## config.mk

```make
export PLATFORM = sky130hd
export DESIGN_NAME = machine_timer
export DESIGN_NICKNAME = d
export VERILOG_FILES = /design/src/rtl/machine_timer.sv
export SDC_FILE = /design/constraint.sdc
export NUM_CORES = 1
export LEC_CHECK = 0
export ABC_CLOCK_PERIOD_IN_PS = 11450
export CAP_MARGIN = 20
export CORE_UTILIZATION = 60
export CTS_CLUSTER_DIAMETER = 200
export DETAILED_ROUTE_END_ITERATION = 7
export PLACE_DENSITY = 0.86
export REMOVE_ABC_BUFFERS = 1
export SETUP_SLACK_MARGIN = 0.4
export SLEW_MARGIN = 10
export SYNTH_ARGS = -nofsm -noshare
export SYNTH_HDL_FRONTEND = slang
export SYNTH_SLANG_ARGS = --single-unit
```

## constraint.sdc

```tcl
create_clock -name clk -period 11.45 [get_ports clk]
set_input_delay 2.29 -clock clk [delete_from_list [all_inputs] [get_ports clk]]
set_output_delay 2.29 -clock clk [all_outputs]
set_load 0.05 [all_outputs]
```

## src/rtl/machine_timer.sv

```systemverilog
// Memory-mapped machine timer (mtime/mtimecmp) driving mip.MTIP and exporting live mtime.
// Optional build macro MTIME_SNAPSHOT_EN: a 0x0 read latches mtime[63:32] into a shadow returned by 0x4 reads.
module machine_timer #(
    parameter int unsigned PRESCALE  = 1,
    parameter logic [63:0] CMP_RESET = 64'hFFFF_FFFF_FFFF_FFFF
) (
    input  logic        clk,
    input  logic        rst,
    input  logic        req_valid_i,
    output logic        req_ready_o,
    input  logic        req_we_i,
    input  logic [3:0]  req_addr_i,
    input  logic [31:0] req_wdata_i,
    input  logic [3:0]  req_be_i,
    output logic        rsp_valid_o,
    output logic [31:0] rsp_rdata_o,
    output logic        rsp_err_o,
    output logic        mtip_o,
    output logic [63:0] mtime_o
);

    localparam logic [0:0]  ST_IDLE   = 1'b0;
    localparam logic [0:0]  ST_RESP   = 1'b1;
    localparam logic [15:0] PRESC_MAX = 16'(PRESCALE - 32'd1);

    logic [0:0]  state_r;
    logic [0:0]  state_next_s;
    logic        ready_r;
    logic        rsp_valid_r;
    logic        rsp_err_r;
    logic [31:0] rsp_rdata_r;
    logic        mtip_r;
    logic [63:0] mtime_r;
    logic [63:0] mtimecmp_r;
    logic [15:0] presc_r;

    logic        accept_s;
    logic        misaligned_s;
    logic        wr_s;
    logic        rd_s;
    logic        tick_s;
    logic        wr_mtime_lo_s;
    logic        wr_mtime_hi_s;
    logic        wr_cmp_lo_s;
    logic        wr_cmp_hi_s;
    logic [31:0] hi_rd_s;
    logic [31:0] rd_data_s;

    function automatic logic [31:0] merge_bytes(input logic [31:0] cur,
                                                input logic [31:0] wdata,
                                                input logic [3:0]  be);
        logic [31:0] res;
        res = cur;
        for (int i = 0; i < 4; i++) begin
            res[8*i +: 8] = be[i] ? wdata[8*i +: 8] : cur[8*i +: 8];
        end
        return res;
    endfunction

    // Request decode: misaligned accesses are accepted but never touch a register.
    always_comb begin
        accept_s      = req_valid_i && ready_r;
        misaligned_s  = (req_addr_i[1:0] != 2'b00);
        wr_s          = accept_s && req_we_i && !misaligned_s;
        rd_s          = accept_s && !req_we_i && !misaligned_s;
        tick_s        = (presc_r == PRESC_MAX);
        wr_mtime_lo_s = wr_s && (req_addr_i[3:2] == 2'd0);
        wr_mtime_hi_s = wr_s && (req_addr_i[3:2] == 2'd1);
        wr_cmp_lo_s   = wr_s && (req_addr_i[3:2] == 2'd2);
        wr_cmp_hi_s   = wr_s && (req_addr_i[3:2] == 2'd3);
    end

`ifdef MTIME_SNAPSHOT_EN
    logic [31:0] snap_hi_r;

    // Shadow of mtime[63:32] captured at the same instant as a low-word read.
    always_ff @(posedge clk or posedge rst) begin
        if (rst) begin
            snap_hi_r <= 32'h0000_0000;
        end else if (rd_s && (req_addr_i[3:2] == 2'd0)) begin
            snap_hi_r <= mtime_r[63:32];
        end else begin
            snap_hi_r <= snap_hi_r;
        end
    end

    assign hi_rd_s = snap_hi_r;
`else
    assign hi_rd_s = mtime_r[63:32];
`endif

    // Read mux samples register values before this cycle's update.
    always_comb begin
        rd_data_s = 32'h0000_0000;
        case (req_addr_i[3:2])
            2'd0:    rd_data_s = mtime_r[31:0];
            2'd1:    rd_data_s = hi_rd_s;
            2'd2:    rd_data_s = mtimecmp_r[31:0];
            2'd3:    rd_data_s = mtimecmp_r[63:32];
            default: rd_data_s = 32'h0000_0000;
        endcase
    end

    // Two-state bus sequencer: IDLE accepts, RESP presents the response.
    always_comb begin
        state_next_s = ST_IDLE;
        case (state_r)
            ST_IDLE: state_next_s = accept_s ? ST_RESP : ST_IDLE;
            ST_RESP: state_next_s = ST_IDLE;
            default: state_next_s = ST_IDLE;
        endcase
    end

    // Bus state and registered response outputs.
    always_ff @(posedge clk or posedge rst) begin
        if (rst) begin
            state_r     <= ST_IDLE;
            ready_r     <= 1'b0;
            rsp_valid_r <= 1'b0;
            rsp_err_r   <= 1'b0;
            rsp_rdata_r <= 32'h0000_0000;
        end else begin
            state_r     <= state_next_s;
            ready_r     <= (state_next_s == ST_IDLE);
            rsp_valid_r <= accept_s;
            rsp_err_r   <= accept_s && misaligned_s;
            rsp_rdata_r <= rd_s ? rd_data_s : 32'h0000_0000;
        end
    end

    // Free-running prescaler; keeps counting even when software writes mtime.
    always_ff @(posedge clk or posedge rst) begin
        if (rst) begin
            presc_r <= 16'h0000;
        end else if (tick_s) begin
            presc_r <= 16'h0000;
        end else begin
            presc_r <= presc_r + 16'd1;
        end
    end

    // mtime: a software write to either half wins over the tick for that cycle.
    always_ff @(posedge clk or posedge rst) begin
        if (rst) begin
            mtime_r <= 64'h0000_0000_0000_0000;
        end else if (wr_mtime_lo_s) begin
            mtime_r <= {mtime_r[63:32], merge_bytes(mtime_r[31:0], req_wdata_i, req_be_i)};
        end else if (wr_mtime_hi_s) begin
            mtime_r <= {merge_bytes(mtime_r[63:32], req_wdata_i, req_be_i), mtime_r[31:0]};
        end else if (tick_s) begin
            mtime_r <= mtime_r + 64'd1;
        end else begin
            mtime_r <= mtime_r;
        end
    end

    // mtimecmp byte-merged writes.
    always_ff @(posedge clk or posedge rst) begin
        if (rst) begin
            mtimecmp_r <= CMP_RESET;
        end else if (wr_cmp_lo_s) begin
            mtimecmp_r <= {mtimecmp_r[63:32], merge_bytes(mtimecmp_r[31:0], req_wdata_i, req_be_i)};
        end else if (wr_cmp_hi_s) begin
            mtimecmp_r <= {merge_bytes(mtimecmp_r[63:32], req_wdata_i, req_be_i), mtimecmp_r[31:0]};
        end else begin
            mtimecmp_r <= mtimecmp_r;
        end
    end

    // Level-sensitive interrupt, one cycle behind the register state.
    always_ff @(posedge clk or posedge rst) begin
        if (rst) begin
            mtip_r <= 1'b0;
        end else begin
            mtip_r <= (mtime_r >= mtimecmp_r);
        end
    end

    assign req_ready_o = ready_r;
    assign rsp_valid_o = rsp_valid_r;
    assign rsp_err_o   = rsp_err_r;
    assign rsp_rdata_o = rsp_rdata_r;
    assign mtip_o      = mtip_r;
    assign mtime_o     = mtime_r;

endmodule

```

==> results of run 1 <==
-- cells in the mapped netlist, drive strengths merged (7+ instances only) --
cell,count
and3,13
nand4,29
mux2,64
mux4,32
nor2,57
dfrtp,117
o22a,12
nand3,49
inv,79
o21ai,61
a31oi,18
xnor2,12
o22ai,16
dfstp,64
clkbuf,23
a21oi,118
nor2b,34
nor3,19
nand2,85
buf,20
ha,67
and4,8
nor4,14
o31ai,7
-- logic make-up after synthesis --
group	synth area share, %
buffers and inverters	4.88
AND/OR/NAND/NOR	16.4
flip-flops	41.9
adder cells (fa/ha/maj)	7.61
XOR/XNOR	1.11
multiplexers	13.1
AO/OA/AOI/OAI	15.0
-- through the flow --
step,total power [mW],utilization [%],cell area [µm²],std cells,hold slack [ps]
after floorplan,1.43,-,10800,1047,426
after global placement,1.72,70.0,12600,1428,433
after global routing,2.52,73.6,13200,1460,493
after detailed placement,1.75,70.0,12600,1428,462
final,2.43,73.6,13200,1460,469
after CTS,2.41,73.6,13200,1460,475
-- area by class of cell --
cell class | count | area, µm² | share of cell area (%)
clock inverter | 12 | 200 | 1.51
clock buffer | 20 | 447 | 3.38
timing repair buffer | 152 | 1490 | 11.3
tap | 229 | 287 | 2.17
inverter | 79 | 302 | 2.28
sequential | 181 | 4610 | 34.9
multi-input combinational | 787 | 5890 | 44.5
-- worst max-delay path: cells and delay by family --
| kind | cells | cell delay, ps |
|---|---|---|
| buffers and inverters | 2 | 700 |
| AOI/OAI and AO/OA | 3 | 1140 |
| and+or+nand+nor | 3 | 1170 |
-- cells in the final DEF, fill, tap and decap left out, drive strengths merged, types with 57 or more instances in the layout --
| master | instances |
|---|---|
| dfstp | 64 |
| a21oi | 118 |
| mux2 | 64 |
| ha | 67 |
| clkdlybuf4s50 | 141 |
| dfrtp | 117 |
| o21ai | 61 |
| nand2 | 85 |
| inv | 81 |
| nor2 | 57 |
-- registers in the layout (all words and copies together), names as in the netlist --
register / count
mtime_o: 64
mtimecmp_r: 64
rsp_rdata_o: 32
presc_r: 16
mtip_o: 1
req_ready_o: 1
rsp_err_o: 1
rsp_valid_o: 1
state_r: 1
-- layer usage --
metal	vias to the layer above	global-route usage, %	routed length [µm]
met2	685	55.6	15400
met4	0	15.4	1230
met5	-	0	0
met3	118	9.20	3650
met1	4740	48.6	13000
li1	4285	-	-
-- worst paths after layout --
path                                             end  slack, ps  depth (start not counted)
max                          mtime_o[10]$_DFFE_PP0P_       6520                          8
min                            req_ready_o$_DFF_PP0_        470                          1
max reg2reg                  mtime_o[54]$_DFFE_PP0P_       8020                          7
min reg2reg                    req_ready_o$_DFF_PP0_        470                          1
max in group asynchronous    mtime_o[56]$_DFFE_PP0P_       7900                          3
min in group asynchronous  rsp_rdata_o[29]$_DFF_PP0_       2380                          2
-- power by group --
part | switching, mW | internal (mW)
Combinational | 0.510 | 0.331
Clock | 0.265 | 0.394
Sequential | 0.177 | 0.750
Total | 0.952 | 1.47
==> run metrics, run 1 <==
outcome=finished, final reports clean; RSZ-0062 raised after global routing=false; synthesis warning total=0; Initial Util=around three fifths; crit path kind=in2reg; Leakage=between 5 and 6 nW; Setup Slack @ Placement=between 6000 and 7000 ps; async set-reset flop share out of synthesis=between 90% and 100%; initial antenna violation count=0; Avg WL per Cell=22.7 µm; Max VDD drop=about 0.00017 V; leading area contributor after synthesis=dfrtp_1; Max-slew headroom=about 29%; synth-to-layout area growth=20.1%; Worst Hold Class=reg2reg; Worst setup EP type=register; Fillers=about 1300; post-synthesis sequential area ratio=about two fifths; H-tree lvl count=4; startpoint types=input pin; Worst Tran Pin Value=between 1000 and 1500 ps; post-route clock skew=~8.5 ps; # DRC=0; CTS tree=done; clk_lat worst skew=450 ps; Root Driver=clkbuf_16; row count=between 40 and 50; Crit path top cell by count=o21ai_0; Distinct cells, synth=74; minimum clock period=between 4000 and 5000 ps; #FFs+latches synth=approximately 180; fin worst setup slack=6520 ps; max_cap viols=0; worst path cell trace=clkdlybuf4s50_1 -> nand4bb_1 -> or3_1 -> buf_4 -> and2_1 -> a21oi_1 -> o21ai_0 -> o21ai_0; Reg2Reg Launch Point=mtime_o[0]$_DFFE_PP0P_; Post-DRT Antenna Nets=0; Critical Path Start=req_addr_i[0]; synthesized cell area=roughly 11000 µm²; io pins=144; via count=around 9800; post_cts resized=0; vias in the first global route=9323; hold wc startpoint=state_r$_DFF_PP0_; Post-CTS Hold Buffers=0; Syn Inst Count=approximately 1100; core area=around 18000 µm²; # nets final=roughly 1300; most used flip-flop cell after synthesis=dfrtp_1; final-report setup violation count=0; Remaining Overflow, GRT=0; max frequency=around 0.2 GHz; CP max FO=37; number of synthesized flops with an enable pin=0; largest net degree at the start of global routing=between 80 and 90; Crit path largest cell delay=about 750 ps; DP Wirelength=between 20000 and 25000 µm; GR Util All Layers=between 30% and 40%; P per Cell Area=around 180 nW/µm²; DRT Pass-1 Iters=6; CTS buffer count=17; period utilization=43.0%; Avg Cell Area, Syn=slightly above 10 µm²; post-synth top area share=a little over a quarter; Clock Path Buffers=2; IO Port Bufs=around 140; 1st-iter DRT viols=1331; worst path required time=about 12000 ps; Slew Viols, Final=0; Worst Path Arrival=~5300 ps; first-pass GRT wire length=~51000 µm; setup bufs post-CTS=0; routed vias/inst=around 6.7; Hold Vio Cnt, Final=0; DIE WIDTH=about 140 µm; Clock Sinks=about 180; slowest CP cell=a21oi_1; drt total wl=~33000 µm; Area contributors post-synth=dfrtp_1 (27%), dfstp_2 (15%), ha_1 (7.6%); Diodes inserted=0; Setup TNS=0 ps; die area=around 19000 µm²; Die Y=between 100 and 150 µm; GPL Wtd Cong=0.915; layout cell share with drive strength beyond 1=18.7%; Clk pin slew, worst setup/hold paths=roughly 60 ps
Note: power is estimated with default switching activity, not from simulation.
==> inputs of run 2 (changes only) <==
--- a/config.mk
+++ b/config.mk
@@ -5,12 +5,12 @@
 export SDC_FILE = /design/constraint.sdc
 export NUM_CORES = 1
 export LEC_CHECK = 0
-export ABC_CLOCK_PERIOD_IN_PS = 11450
+export ABC_CLOCK_PERIOD_IN_PS = 4600
 export CAP_MARGIN = 20
-export CORE_UTILIZATION = 60
+export CORE_UTILIZATION = 56
 export CTS_CLUSTER_DIAMETER = 200
 export DETAILED_ROUTE_END_ITERATION = 7
-export PLACE_DENSITY = 0.86
+export PLACE_DENSITY = 0.81
 export REMOVE_ABC_BUFFERS = 1
 export SETUP_SLACK_MARGIN = 0.4
 export SLEW_MARGIN = 10
==> constraint.sdc (replaced) <==
create_clock -name clk -period 4.6 [get_ports clk]
set_input_delay 0.92 -clock clk [delete_from_list [all_inputs] [get_ports clk]]
set_output_delay 0.92 -clock clk [all_outputs]
set_load 0.05 [all_outputs]
==> run 2 against run 1 <==
- via count decreased by 2.6%
- wire length decreased by 4.6%
- first-iteration DRC count decreased by 21%
- combinational power increased by 150%
- setup slack got worse by 5500 ps
- cell count increased by 2.3%
- design area about the same
==> run metrics, run 2 (synthesis gave the netlist of run 1 again) <==
Clk pin slew, worst setup/hold paths=60 ps (about the same); RSZ-0062 raised after global routing=false (unchanged); Slew Viols, Final=0 (unchanged); Max-slew headroom=45.5% (was 28.7%); minimum clock period=roughly 3600 ps; post_cts resized=0 (unchanged); top sig layer=met4 (unchanged); Leakage=5.35 nW (was 5.37 nW); slowest CP cell=or3_1 (was a21oi_1); final-report setup violation count=0 (unchanged); largest net degree at the start of global routing=64 (was 83); Post-CTS Hold Buffers=0 (unchanged); period utilization=77.2%; Diodes inserted=0 (unchanged); # nets final=1332 (was 1329); GPL Wtd Cong=0.917 (was 0.915); startpoint types=input pin (unchanged); synth-to-layout area growth=20.2% (was 20.1%); setup bufs post-CTS=0 (unchanged); GR Util All Layers=32.3% (was 36.2%); clk_lat worst skew=440 ps (was 450 ps); Hold Vio Cnt, Final=0 (unchanged); CTS tree=done (unchanged); via count=9571 (was 9828); Buf+Inv Stages, Crit Path=1 (was 2); FF/Latch Area=4610 µm² (unchanged); most common cell after layout, fill and taps aside=clkdlybuf4s50_1 (unchanged); commonest non-fill, non-tap cells in the layout=clkdlybuf4s50_1 (141), dfrtp_1 (117), a21oi_1 (116) (unchanged); dpl cells=1462 (was 1428); Worst Tran Pin Value=811 ps (was 1060 ps); CP max FO=18 (was 37); # DRC=0 (unchanged); Crit path largest cell delay=710 ps (was 750 ps); Max VDD drop=0.000367 V (was 0.000169 V); worst path required time=4910 ps (was 11810 ps); routed vias/inst=6.41 (was 6.73); Die Y=142 µm (was 137 µm); max frequency=around 0.28 GHz; area of the multi-input gates=5890 µm² (unchanged); 1st-iter DRT viols=1058 (was 1331); DIE WIDTH=142 µm (was 137 µm); met3 WL post-DR=3240 µm (was 3650 µm); core area=19000 µm² (was 18000 µm²); crit path kind=in2reg (unchanged); H-tree lvl count=4 (unchanged); layout cell share with drive strength beyond 1=18.6% (was 18.7%); Fillers=1421 (was 1270); Worst Path Arrival=3860 ps (was 5290 ps); max_cap viols=0 (unchanged); IO Port Bufs=143 (unchanged); Clock Sinks=181 (unchanged); CP top delay family=simple AND/OR/NAND/NOR gates (unchanged); Initial Util=58.1% (was 61.3%); Avg WL per Cell=21.2 µm (was 22.7 µm); met2 WL post-DR=14600 µm (was 15400 µm); drt total wl=31700 µm (was 33200 µm); Root Driver=clkbuf_16 (unchanged); Clock Path Buffers=2 (unchanged); post-route clock skew=8.38 ps (was 8.54 ps); row count=50 (was 49); P per Cell Area=442 nW/µm² (was 184 nW/µm²); Final Non-Filler Cells=1494 (was 1460); die area=20200 µm² (was 18900 µm²); CTS buffer count=17 (unchanged); outcome=finished, final reports clean (unchanged); Worst Hold Class=reg2reg (unchanged); WL met1=13000 µm (about the same); DP Wirelength=22500 µm (about the same); DRT Pass-1 Iters=8 (was 6); worst path cell trace=clkdlybuf4s50_1 -> nand4bb_1 -> or3_1 -> and2_1 -> a21oi_1 -> nor2_1 -> a2bb2oi_1 (was clkdlybuf4s50_1 -> nand4bb_1 -> or3_1 -> buf_4 -> and2_1 -> a21oi_1 -> o21ai_0 -> o21ai_0); Worst setup EP type=register (unchanged); first-pass GRT wire length=49700 µm (was 51000 µm); Fin Hold WS=449 ps (was 469 ps); Post-DRT Antenna Nets=0 (unchanged); Remaining Overflow, GRT=0 (unchanged); io pins=144 (unchanged); initial antenna violation count=0 (unchanged); vias in the first global route=9208 (was 9323)
run 2: worst paths after layout:
kind	start	to	slack [ps]	cells past startpoint
worst max register to register	mtime_o[1]$_DFFE_PP0P_	mtime_o[48]$_DFFE_PP0P_	1320	7
worst max-delay path	req_addr_i[0]	mtime_o[8]$_DFFE_PP0P_	1050	7
worst min register to register	state_r$_DFF_PP0_	req_ready_o$_DFF_PP0_	450	1
worst min-delay path	state_r$_DFF_PP0_	req_ready_o$_DFF_PP0_	450	1
min in group asynchronous	rst	rsp_rdata_o[30]$_DFF_PP0_	920	2
max in group asynchronous	rst	mtimecmp_r[33]$_DFFE_PP1P_	2770	3
run 2: worst reg2reg max path, delay by kind of cell (launching register included):
kind,cells,cell delay (ps)
compound gates,2,460
fa+ha+maj,1,280
flops,1,490
simple gates,4,1930
run 2: where the power goes:
part / total (mW) / internal (mW) / leakage, nW / switching [mW]
sequential: 2.29 / 1.87 / 2.18 / 0.428
clock: 1.48 / 0.846 / 0.274 / 0.637
combinational: 2.08 / 0.825 / 2.90 / 1.25
total: 5.85 / 3.54 / 5.35 / 2.32
run 2: layer usage:
metal | GRT usage [%] | up-vias
met5 | 0 | -
met4 | 11.0 | 0
met3 | 6.83 | 80
met2 | 50.8 | 521
met1 | 44.5 | 4685
li1 | - | 4285
run 2: final cells by class:
type	instances	area share (%)
Multi-Input combinational cell	787	44.5
Tap cell	260	2.46
Clock buffer	25	3.67
Clock inverter	7	0.757
Sequential cell	181	34.8
Timing Repair Buffer	155	11.5
Inverter	79	2.28
run 2: stage by stage:
step                setup WS (ps)  util [%]  TNS, ps  instance area (µm²)  power, mW
floorplan                   -1130         -  -132140                10800       3.56
global placement              766      66.7        0                12600       4.29
detailed placement            697      66.7        0                12600       4.36
global route                  909      69.8        0                13200       6.11
CTS                          1100      69.8        0                13200       5.84
finish                       1050      69.8        0                13200       5.85
==> inputs of run 3 (changes only) <==
--- a/config.mk
+++ b/config.mk
@@ -5,7 +5,7 @@
 export SDC_FILE = /design/constraint.sdc
 export NUM_CORES = 1
 export LEC_CHECK = 0
-export ABC_CLOCK_PERIOD_IN_PS = 4600
+export ABC_CLOCK_PERIOD_IN_PS = 3400
 export CAP_MARGIN = 20
 export CORE_UTILIZATION = 56
 export CTS_CLUSTER_DIAMETER = 200
==> constraint.sdc (replaced) <==
create_clock -name clk -period 3.4 [get_ports clk]
set_input_delay 0.68 -clock clk [delete_from_list [all_inputs] [get_ports clk]]
set_output_delay 0.68 -clock clk [all_outputs]
set_load 0.05 [all_outputs]
==> run 3 against run 2 <==
- combinational power rose by 39%
- sequential share of layout area fell by 0.42 points
- first-iteration DRC count rose by 26%
- largest power group unchanged
- register-to-register slack got worse by 830 ps
- clock skew rose by 4.8 ps
- clock power rose by 33%
- critical path depth rose by 1
- die area did not move
- critical endpoint is now mtip_o$_DFF_PP0_
- global-route usage rose by 1.2 points
- largest cell class unchanged
==> run metrics, run 3 (synthesis gave the netlist of run 1 again) <==
outcome=finished, final reports clean (unchanged); Diodes inserted=0 (unchanged); via count=9804 (was 9571); row count=50 (unchanged); Hold Vio Cnt, Final=0 (unchanged); Worst Tran Pin Value=721 ps (was 811 ps); startpoint types=register (was input pin); CTS tree=done (unchanged); max frequency=between 0.3 and 0.4 GHz; minimum clock period=2910 ps; Die Y=142 µm (unchanged); Clock Path Buffers=2 (unchanged); Post-CTS Hold Buffers=0 (unchanged); GPL Wtd Cong=0.909 (was 0.917); commonest non-fill, non-tap cells in the layout=clkdlybuf4s50_1 (141), dfrtp_1 (117), a21oi_1 (116) (unchanged); Psw=3.28 mW (was 2.32 mW); DRT Pass-1 Iters=6 (was 8); synth-to-layout area growth=21.6% (was 20.2%); Leakage=5.46 nW (was 5.35 nW); WHS Path Cells=1 (unchanged); worst path required time=3710 ps (was 4910 ps); Reg2Reg Launch Point=mtimecmp_r[15]$_DFFE_PP1P_ (was mtime_o[1]$_DFFE_PP0P_); 1st-iter DRT viols=1335 (was 1058); Clock Sinks=181 (unchanged); # nets final=1350 (was 1332); crit path kind=reg2reg (was in2reg); post-route clock skew=13.2 ps (was 8.38 ps); vias in the first global route=9626 (was 9208); Worst Hold Class=reg2reg (unchanged); internal power=4.66 mW (was 3.54 mW); DP Wirelength=23100 µm (was 22500 µm); area of the multi-input gates=5890 µm² (unchanged); worst r2r path cells=8 (was 7); Remaining Overflow, GRT=0 (unchanged); Layout Utilization=70.7% (was 69.8%); FF/Latch Area=4610 µm² (unchanged); fin worst setup slack=492 ps (was 1050 ps); Fillers=1403 (was 1421); die area=20200 µm² (unchanged); Net Sw Frac=41.3% (was 39.6%); clk_lat worst skew=440 ps (about the same); # DRC=0 (unchanged); Power, Total=7.93 mW (was 5.85 mW); routed vias/inst=6.48 (was 6.41); core area=19000 µm² (unchanged); Clock power frac=24.8% (was 25.3%); Initial Util=58.1% (unchanged); Flop pwr share=38.6% (was 39.2%); largest net degree at the start of global routing=65 (was 64); Root Driver=clkbuf_16 (unchanged); Avg WL per Cell=21.6 µm (was 21.2 µm); Post-DRT Antenna Nets=0 (unchanged); IO Port Bufs=143 (unchanged); Clk pin slew, worst setup/hold paths=80 ps (was 60 ps); hold wc startpoint=state_r$_DFF_PP0_ (unchanged); CP max FO=3 (was 18); final-report setup violation count=0 (unchanged); Max VDD drop=0.000506 V (was 0.000367 V); Slew Viols, Final=0 (unchanged); setup bufs post-CTS=0 (unchanged); most common cell after layout, fill and taps aside=clkdlybuf4s50_1 (unchanged); Setup Slack @ Placement=396 ps (was 697 ps); period utilization=85.5%; flop2flop setup slack=490 ps (was 1320 ps); max_cap viols=0 (unchanged); Comb power frac=36.5% (was 35.5%); Min-Delay Endpoint=req_ready_o$_DFF_PP0_ (unchanged); RSZ-0062 raised after global routing=false (unchanged); first-pass GRT wire length=51900 µm (was 49700 µm); post_cts resized=0 (unchanged); Reg-to-Reg End=mtip_o$_DFF_PP0_ (was mtime_o[48]$_DFFE_PP0P_); Worst Path Arrival=3210 ps (was 3860 ps); DIE WIDTH=142 µm (unchanged); layout cell share with drive strength beyond 1=20.2% (was 18.6%); io pins=144 (unchanged); drt total wl=32600 µm (was 31700 µm); H-tree lvl count=4 (unchanged); Worst setup EP type=register (unchanged); CTS buffer count=17 (unchanged); Final Non-Filler Cells=1512 (was 1494); dpl cells=1480 (was 1462); P per Cell Area=592 nW/µm² (was 442 nW/µm²); initial antenna violation count=0 (unchanged); Max-slew headroom=51.5% (was 45.5%); GR Util All Layers=33.5% (was 32.3%)
[run 3: cell types whose count changed in the layout (fill, tap and decap cells not counted), sizes merged]
cell | previous run | this run
buf | 14 | 32
bufinv | 2 | 0
clkbuf | 25 | 17
clkinv | 2 | 5
clkinvlp | 3 | 2
inv | 79 | 87
[run 3: stage by stage]
| stage | setup TNS, ps | hold WS, ps | cell area, µm² |
|---|---|---|---|
| floorplan | -312050 | 426 | 10800 |
| global placement | 0 | 434 | 12800 |
| detailed placement | 0 | 449 | 12800 |
| CTS | 0 | 474 | 13400 |
| global route | 0 | 496 | 13400 |
| finish | 0 | 477 | 13400 |
[run 3: worst max-delay path, stage by stage (launching register included)]
cell	delay [ps]
dfstp_2	540
inv_1	40
ha_1	310
nand4_1	280
or3b_2	550
or4_1	470
o211ai_1	160
a21oi_1	110
o211ai_1	330
[run 3: power by group through the flow]
| stage | combinational, mW | clock, mW | sequential [mW] |
|---|---|---|---|
| floorplan | 1.13 | 0 | 3.69 |
| global placement | 2.76 | 0 | 3.06 |
| detailed placement | 2.85 | 0 | 3.07 |
| CTS | 2.89 | 1.98 | 3.04 |
| global route | 3.11 | 2.07 | 3.11 |
| finish | 2.90 | 1.97 | 3.06 |
[run 3: area by class of cell]
| cell class | count | area share (%) |
|---|---|---|
| Sequential cell | 181 | 34.4 |
| Tap cell | 260 | 2.43 |
| Multi-Input combinational cell | 787 | 43.9 |
| Clock inverter | 15 | 1.21 |
| Timing Repair Buffer | 173 | 12.6 |
| Clock buffer | 17 | 3.18 |
| Inverter | 79 | 2.25 |
[run 3: worst max-delay path by stage]
stage          depth (start not counted)                 endpoint                        from
4_1_cts                                8         mtip_o$_DFF_PP0_  mtimecmp_r[15]$_DFFE_PP1P_
3_5_place_dp                           7  mtime_o[54]$_DFFE_PP0P_                    req_we_i
3_3_place_gp                           7  mtime_o[54]$_DFFE_PP0P_               req_addr_i[0]
2_1_floorplan                          1   mtime_o[0]$_DFFE_PP0P_                         rst
6_report                               8         mtip_o$_DFF_PP0_  mtimecmp_r[15]$_DFFE_PP1P_
5_1_grt                                8         mtip_o$_DFF_PP0_  mtimecmp_r[13]$_DFFE_PP1P_
[run 3: metal layers]
metal	track usage, %	vias up	share of wire, %
met1	44.3	4712	39
met3	9.15	96	11
li1	-	4330	-
met5	0	-	0
met4	13.5	0	3.0
met2	52.5	666	47
